`config.mk`:
```
export PLATFORM = sky130hd
export DESIGN_NAME = reg_write_arbiter
export DESIGN_NICKNAME = d
export VERILOG_FILES = /design/src/rtl/reg_write_arbiter_pkg.sv /design/src/rtl/reg_write_arbiter_rr_arb2.sv /design/src/rtl/reg_write_arbiter.sv
export SDC_FILE = /design/constraint.sdc
export NUM_CORES = 1
export LEC_CHECK = 0
export BUFFER_PORTS_ARGS = -buffer_cell sky130_fd_sc_hd__buf_4
export CAP_MARGIN = 10
export CORE_MARGIN = 2
export CORE_UTILIZATION = 40
export DETAILED_ROUTE_END_ITERATION = 8
export PLACE_DENSITY_LB_ADDON = 0.05
export SETUP_SLACK_MARGIN = 0.3
export SLEW_MARGIN = 0
export SYNTH_ARGS = -nofsm -noshare
export SYNTH_HDL_FRONTEND = slang
export SYNTH_HIERARCHICAL = 1
export SYNTH_SLANG_ARGS = --single-unit
```
`constraint.sdc`:
```
create_clock -name clk -period 2.88 [get_ports clk]
set_input_delay 0 -clock clk [delete_from_list [all_inputs] [get_ports clk]]
set_output_delay 0 -clock clk [all_outputs]
set_load 0.05 [all_outputs]
```
`src/rtl/reg_write_arbiter_pkg.sv`:
```
// Shared widths and requester IDs for the register-file write arbiter.
// Imported by the arbiter top and its round-robin grant sub-module.
package reg_write_arbiter_pkg;
    localparam int   REG_ADDR_W = 5;
    localparam int   REG_DATA_W = 32;
    localparam logic REQ_ALU    = 1'b0;
    localparam logic REQ_MEM    = 1'b1;
endpackage

```
`src/rtl/reg_write_arbiter_rr_arb2.sv`:
```
// 2-way round-robin grant: combinational grant, registered last-grant pointer.
// Grant is same-cycle; requests are held off by en=0 and the pointer then holds.
module rr_arb2
    import reg_write_arbiter_pkg::*;
(
    input  logic       clk,
    input  logic       reset,
    input  logic       en,
    input  logic [1:0] req,
    output logic [1:0] gnt,
    output logic       last_grant
);

    always_comb begin
        gnt = 2'b00;
        if (en) begin
            case (req)
                2'b01:   gnt = 2'b01;
                2'b10:   gnt = 2'b10;
                // Contest: whoever did not win most recently goes first.
                2'b11:   gnt = (last_grant == REQ_MEM) ? 2'b01 : 2'b10;
                default: gnt = 2'b00;
            endcase
        end
    end

    always_ff @(posedge clk or posedge reset) begin
        if (reset) begin
            last_grant <= REQ_MEM;
        end else if (gnt[REQ_MEM]) begin
            last_grant <= REQ_MEM;
        end else if (gnt[REQ_ALU]) begin
            last_grant <= REQ_ALU;
        end
    end

endmodule

```
`src/rtl/reg_write_arbiter.sv`:
```
// Shares the register-file write port between ALU and load writeback, round-robin.
// Optional REG_ARB_ZERO_FILTER_EN: r0 requests are accepted at once and never written.
module reg_write_arbiter
    import reg_write_arbiter_pkg::*;
#(
    parameter int CNT_W = 8
) (
    input  logic                  clk,
    input  logic                  reset,
    input  logic                  freeze,
    input  logic                  alu_valid,
    input  logic [REG_ADDR_W-1:0] alu_reg,
    input  logic [REG_DATA_W-1:0] alu_data,
    output logic                  alu_ready,
    input  logic                  mem_valid,
    input  logic [REG_ADDR_W-1:0] mem_reg,
    input  logic [REG_DATA_W-1:0] mem_data,
    output logic                  mem_ready,
    output logic                  RegWrite,
    output logic [REG_ADDR_W-1:0] WriteReg,
    output logic [REG_DATA_W-1:0] WriteData,
    input  logic                  cnt_clr,
    output logic [CNT_W-1:0]      conflict_cnt
);

    logic       alu_zero;
    logic       mem_zero;
    logic [1:0] arb_req;
    logic [1:0] gnt;
    logic       last_grant;
    logic       arb_en;
    logic       contest;

`ifdef REG_ARB_ZERO_FILTER_EN
    assign alu_zero = alu_valid && (alu_reg == '0);
    assign mem_zero = mem_valid && (mem_reg == '0);
`else
    assign alu_zero = 1'b0;
    assign mem_zero = 1'b0;
`endif

    // Writes to r0 are swallowed before arbitration, so they never contest.
    always_comb begin
        arb_req          = 2'b00;
        arb_req[REQ_ALU] = alu_valid && !alu_zero;
        arb_req[REQ_MEM] = mem_valid && !mem_zero;
    end

    assign arb_en  = !freeze && !reset;
    assign contest = arb_req[REQ_ALU] && arb_req[REQ_MEM] && !freeze;

    rr_arb2 u_rr_arb2 (
        .clk        (clk),
        .reset      (reset),
        .en         (arb_en),
        .req        (arb_req),
        .gnt        (gnt),
        .last_grant (last_grant)
    );

    assign alu_ready = arb_en && (gnt[REQ_ALU] || alu_zero);
    assign mem_ready = arb_en && (gnt[REQ_MEM] || mem_zero);

    always_ff @(posedge clk or posedge reset) begin
        if (reset) begin
            RegWrite  <= 1'b0;
            WriteReg  <= '0;
            WriteData <= '0;
        end else begin
            RegWrite <= |gnt;
            if (gnt[REQ_ALU]) begin
                WriteReg  <= alu_reg;
                WriteData <= alu_data;
            end else if (gnt[REQ_MEM]) begin
                WriteReg  <= mem_reg;
                WriteData <= mem_data;
            end
        end
    end

    always_ff @(posedge clk or posedge reset) begin
        if (reset) begin
            conflict_cnt <= '0;
        end else if (cnt_clr) begin
            conflict_cnt <= '0;
        end else if (contest && (conflict_cnt != '1)) begin
            conflict_cnt <= conflict_cnt + 1'b1;
        end
    end

endmodule

```
Word-level counts from Yosys, hierarchy flattened --
Index checks and enable logic that the tools add are counted.
Operators by class: bitwise operators 0, shift-type cells 0, divide/modulo/power cells 0, reductions and logical operators 11, muxes and demuxes 11, $lt $le $gt $ge 0, $add $sub $neg 1, equal/unequal tests 4, multiply operators 0
Operators with widths (number):
- $mux W32 | 2
- $mux W8 | 2
- $mux W5 | 2
- $add A8 B1 Y8 const B | 1
- $ne A8 B8 Y1 const B | 1
- $logic_and A1 B1 Y1 | 6
- $pmux W2 S3 | 1
- $eq A2 B2 Y1 const B | 2
- $mux W2 | 2
- $reduce_bool A2 Y1 | 2
- $eq A2 B1 Y1 const B | 1
- $logic_not A1 Y1 | 2
- $mux W1 | 2
- $reduce_or A2 Y1 | 1
Storage, ports and cells: memories kept 0, memory bits (writable) 0, bits of input ports 80, word-level logic and storage cells 32, output and inout port bits 48, latch bits 0, bits in read-only memories 0, register bits after elaboration 47

Longest topological paths before layout --
depth after elaboration 5, depth in mapped cells 8, gate-level depth less buffers 5

Hierarchy --
The synthesis kept the hierarchy.
Modules (own cells, without submodules):
- reg_write_arbiter | times used 1, area an instance 2167.1 µm², cells an instance 210
- rr_arb2 | times used 1, area an instance 66.3 µm², cells an instance 9

Least setup slack after synthesis --
Ideal clock, no wire load.
path type flip-flop to output port, from register u_rr_arb2.last_grant, to output alu_ready, path buffers 2, setup slack 1.126 ns, arrival 1.754 ns, cell stages (with the launch flop) 6, path through dfstp_2 inv_1 a21oi_1 clkbuf_1 clkbuf_1 and2_1
On the way: cells in the longest elaborated chain, start to end 4
RTL lines:
- start, declared | RTL line reg_write_arbiter_rr_arb2.sv:11 | output logic last_grant
- start signal, assigned | RTL line reg_write_arbiter_rr_arb2.sv:29 | last_grant <= REQ_MEM;
- start signal, assigned | RTL line reg_write_arbiter_rr_arb2.sv:31 | last_grant <= REQ_MEM;
- start signal, assigned | RTL line reg_write_arbiter_rr_arb2.sv:33 | last_grant <= REQ_ALU;
- $mux W2 | RTL line reg_write_arbiter_rr_arb2.sv:21 | 2'b11: gnt = (last_grant == REQ_MEM) ? 2'b01 : 2'b10;
- $pmux W2 S3 | RTL line reg_write_arbiter_rr_arb2.sv:17 | case (req)
- $mux W2 | RTL line reg_write_arbiter_rr_arb2.sv:16 | if (en) begin
- net gnt[0] | RTL line reg_write_arbiter.sv:29 | logic [1:0] gnt;
- $logic_and A1 B1 Y1 | RTL line reg_write_arbiter.sv:61 | assign alu_ready = arb_en && (gnt[REQ_ALU] || alu_zero);
- end, declared | RTL line reg_write_arbiter.sv:14 | output logic alu_ready,
The timed path passes the listed nets, and every way through them passes these cells.

Worst setup path after layout --
from input reset, to register WriteData[29]
On the way: cells in the longest elaborated chain, start to end 4, elaborated cells between the ends (all ways) 5, those cells by class mux (2); reduce/logical (3)
RTL lines:
- start, declared | RTL line reg_write_arbiter.sv:9 | input logic reset,
- $logic_not A1 Y1 (no source line)
- $logic_and A1 B1 Y1 | RTL line reg_write_arbiter.sv:49 | assign arb_en = !freeze && !reset;
- net arb_en | RTL line reg_write_arbiter.sv:31 | logic arb_en;
- $mux W2 | RTL line reg_write_arbiter_rr_arb2.sv:16
- net gnt[1] | RTL line reg_write_arbiter.sv:29
- $reduce_bool A2 Y1 (no source line)
- end signal, assigned | RTL line reg_write_arbiter.sv:73 | WriteData <= alu_data;
- end signal, assigned | RTL line reg_write_arbiter.sv:76 | WriteData <= mem_data;
- end, declared | RTL line reg_write_arbiter.sv:21 | output logic [REG_DATA_W-1:0] WriteData,
The timed path passes the listed nets, and every way through them passes these cells. A chain may end at the register's enable or synchronous reset.

==> metrics.md <==
| Metric | Value |
|---|---|
| Most used cell, CP | dlygate4sd3_1 |
| Global-route wire length before repair | 10.2 mm |
| Max layer used | met4 |
| Critical path class | in -> reg |
| Syn_nets | 300 |
| Leak pwr | 1.84 nW |
| Largest net degree at the start of global routing | 63 |
| Initial Util | 0.411 |
| Warnings from Yosys | 6 |
| Flops & latches, synth | 47 |
| Sw Ratio | 0.415 |
| Port Buffers | 127 |
| Met2 Routed Length | 3.40 mm |
| Row count | 27 |
| First-pass iteration count of the detailed router | 4 |
| CP arrival | 2.59 ns |
| Crit path max-delay family | buffers and inverters |
| WP data required | 3.06 ns |
| Register area | 1180 sq um |
| Synth area leaders | dfrtp_1 52%, mux2i_1 17%, o21ai_0 8.7% |
| Worst path slowest cell | dlygate4sd3_1 |
| CP Cell Sequence | dlygate4sd3_1, buf_4, nor2_1, nand2_1, a21oi_4, buf_12, mux2i_1, o21ai_0, dlygate4sd3_1 |
| Distinct cells, synth | 32 |
| Vias after detailed routing | 2311 |
| Routed met3 length | 358 um |
| Fill cells | 418 |
| Die H | 78.7 um |
| Hold Crit Class | in -> reg |
| Syn Inst Count | 219 |
| Detailed Route Iter0 Violations | 89 |
| Ant. Diodes | 0 |
| Crit. End Element | register |
| Fraction of layout cells with a size suffix above 1 | 0.377 |
| Internal power | 1.40 mW |
| GPL Wtd Cong | 0.746 |
| Violations in the final reports | negative hold slack |
| Area of the multi-input gates | 1000 sq um |
| DR DRC count | 0 |
| Clock power frac | 0.159 |
| Clock tree sinks | 47 |
| HP Start | mem_reg[0] |
| Fin. max-slew vios | 0 |
| Root buffer cell | clkbuf_8 |
| Critical Path Start Type | primary input |
| Clock latency on the worst-skew pair | 0.29 ns |
| Yosys top cell by area | dfrtp_1 |
| WP buf/inv | 4 |
| Avg Vias per Cell | 4.87 |
| Final hold violation count | 1 |
| Area Overhead vs Synth | 76.8% |
| Clock-pin slew on the worst setup and hold paths | 0.08 ns |
| Clock skew | 0.00594 ns |
| Relative slew margins | 0.358 |
| Fmax | 416 MHz |
| GRT Total Usage | 0.206 |
| Synth top area share | 0.515 |
| Mean post-synth cell area | 10.2 sq um |
| NetSw | 0.989 mW |
| # IOs | 128 |
| Power density cells | 604 nW/um^2 |
| Sequential share of power | 0.370 |
| Drt wl/cell | 13.5 um |
| Tcrit/Tclk final | 0.835 |
| Crit Path Max Fanout | 29 |
| Die ar. | 6200 sq um |
| DRT Wirelength | 6.43 mm |
| WHS | -0.00159 ns |
| Die W | 78.7 um |
| Fin Setup TNS | 0 ns |
| Post_cts resized | 0 |
| R2r setup slk | 0.73 ns |
| Final worst path period need | 2.40 ns |
| RSZ-0062 raised after global routing | false |
| Final #Nets | 483 |
| Max-cap violation count | 0 |
| Reg-to-Reg Start | u_rr_arb2/last_grant$_DFFE_PP1P_ |
| M1 WL | 2.53 mm |
| CP peak stage delay | 0.56 ns |
| Clock Path Buffers | 2 |
| Status | complete, but fails checks |
| Vias in the first global route | 2203 |
| Slew @ Worst Pin | 0.962 ns |
| Htree depth | 2 |
| Setup violations, final | 0 |
| Initial antenna violation count | 0 |
| Logic pwr share | 0.470 |
| Worst vdd ir | 402 uV |
| Number of routed nets with antenna violations | 0 |
| Critical Path Start | reset |
| GRT overflow | 0 |
| DP Wirelength | 4.12 mm |
| TritonCTS Buffers | 5 |
| Post-layout util | 0.726 |
| Core Area | 5440 sq um |
| TritonCTS clock tree | yes |
| Synthesized cell area | 2230 sq um |
| Seq/Total Area, Yosys | 0.527 |
[final timing paths]
kind	end	cells past startpoint
max in group asynchronous	WriteData[2]$_DFFE_PP0P_	3
worst min-delay path	WriteReg[0]$_DFFE_PP0P_	3
worst max-delay path	WriteData[29]$_DFFE_PP0P_	9
worst max register to register	WriteData[0]$_DFFE_PP0P_	5
min in group asynchronous	u_rr_arb2/last_grant$_DFFE_PP1P_	3
worst min register to register	u_rr_arb2/last_grant$_DFFE_PP1P_	2
[stage by stage]
stage | power (mW) | cells | hold slack (ns) | cell area [sq um] | setup WS [ns]
after floorplan | 1.52 | 219 | -0.110 | 2230 | 1.13
after global placement | 1.88 | 406 | 0.0400 | 3280 | 1.22
after detailed placement | 1.89 | 406 | 0.0389 | 3280 | 1.20
after CTS | 2.38 | 467 | 0.000721 | 3890 | 0.446
after global routing | 2.50 | 475 | 0.0183 | 3950 | 0.382
final | 2.38 | 475 | -0.00159 | 3950 | 0.475
[worst reg2reg max path: cells and delay by family (launching register included)]
family,cells,cell delay [ns]
compound gates,2,0.52
flops,1,0.57
buf+inv,3,0.95
[power groups by stage]
| stage | clock (mW) | combinational, mW | sequential [mW] |
|---|---|---|---|
| final | 0.380 | 1.12 | 0.883 |
| after global routing | 0.423 | 1.18 | 0.900 |
| after CTS | 0.392 | 1.11 | 0.881 |
| after detailed placement | 0 | 1.00 | 0.889 |
| after global placement | 0 | 0.985 | 0.892 |
| after floorplan | 0 | 0.166 | 1.35 |
[synthesized netlist by cell type]
cell type	number
mux2i_1	39
o21ai_1	1
a21oi_2	1
o211ai_1	1
and3_1	2
nand3_1	2
dfstp_2	1
nand4_4	1
buf_1	1
inv_1	4
dfrtp_1	46
buf_4	2
or3_1	1
o21a_1	1
o21ai_0	39
nor3_1	1
o2111ai_1	1
and4b_2	1
or4_1	1
and3b_2	1
a21oi_1	4
nand2_1	41
clkbuf_1	9
and2_1	2
nor2_1	7
nand4_1	1
xor2_1	2
a2111oi_0	1
ha_1	1
o31ai_1	1
buf_2	2
or2_2	1
[cell type report]
cell class / instances / share of cell area
clock buffer: 7 / 0.0193
tap: 72 / 0.0228
inverter: 4 / 0.00380
timing repair buffer: 190 / 0.401
multi-input combinational: 154 / 0.253
sequential: 47 / 0.298
clock inverter: 1 / 0.00127
[registers in the layout, summed over array words and instances (netlist names)]
register	flops
conflict_cnt	8
u_rr_arb2/last_grant	1
WriteData	32
RegWrite	1
WriteReg	5
[layer usage]
metal / vias up / track usage
met5: - / 0
met4: 0 / 0.0789
met3: 14 / 0.0409
met2: 74 / 0.359
met1: 1100 / 0.251
li1: 1123 / -
[cell families after synthesis]
logic type                 after synthesis  share of synthesized area
adders and majority gates                1                    0.00560
buffers and inverters                   18                     0.0347
and+or+nand+nor                         62                      0.129
xor gates and xnor gates                 2                    0.00784
AOI/OAI and AO/OA                       50                      0.120
DFF                                     47                      0.527
muxes                                   39                      0.175
[layout by cell type, fill, tap and decap left out, types with 2 or more instances in the layout]
| cell type | count |
|---|---|
| a21oi_1 | 2 |
| a21oi_4 | 2 |
| and2_1 | 2 |
| and3_1 | 2 |
| buf_12 | 2 |
| buf_4 | 135 |
| clkbuf_1 | 2 |
| clkbuf_8 | 5 |
| dfrtp_1 | 46 |
| dlygate4sd3_1 | 53 |
| inv_1 | 3 |
| mux2i_1 | 39 |
| nand2_1 | 41 |
| nand3_1 | 2 |
| nor2_1 | 7 |
| o21ai_0 | 39 |
| xor2_1 | 2 |
[timing repair]
item,in CTS,in global routing
setup endpoints to repair,0,7
setup buffers,0,8
hold buffers,53,0
hold endpoints to repair,92,0
Note: power is estimated with default switching activity, not from simulation.
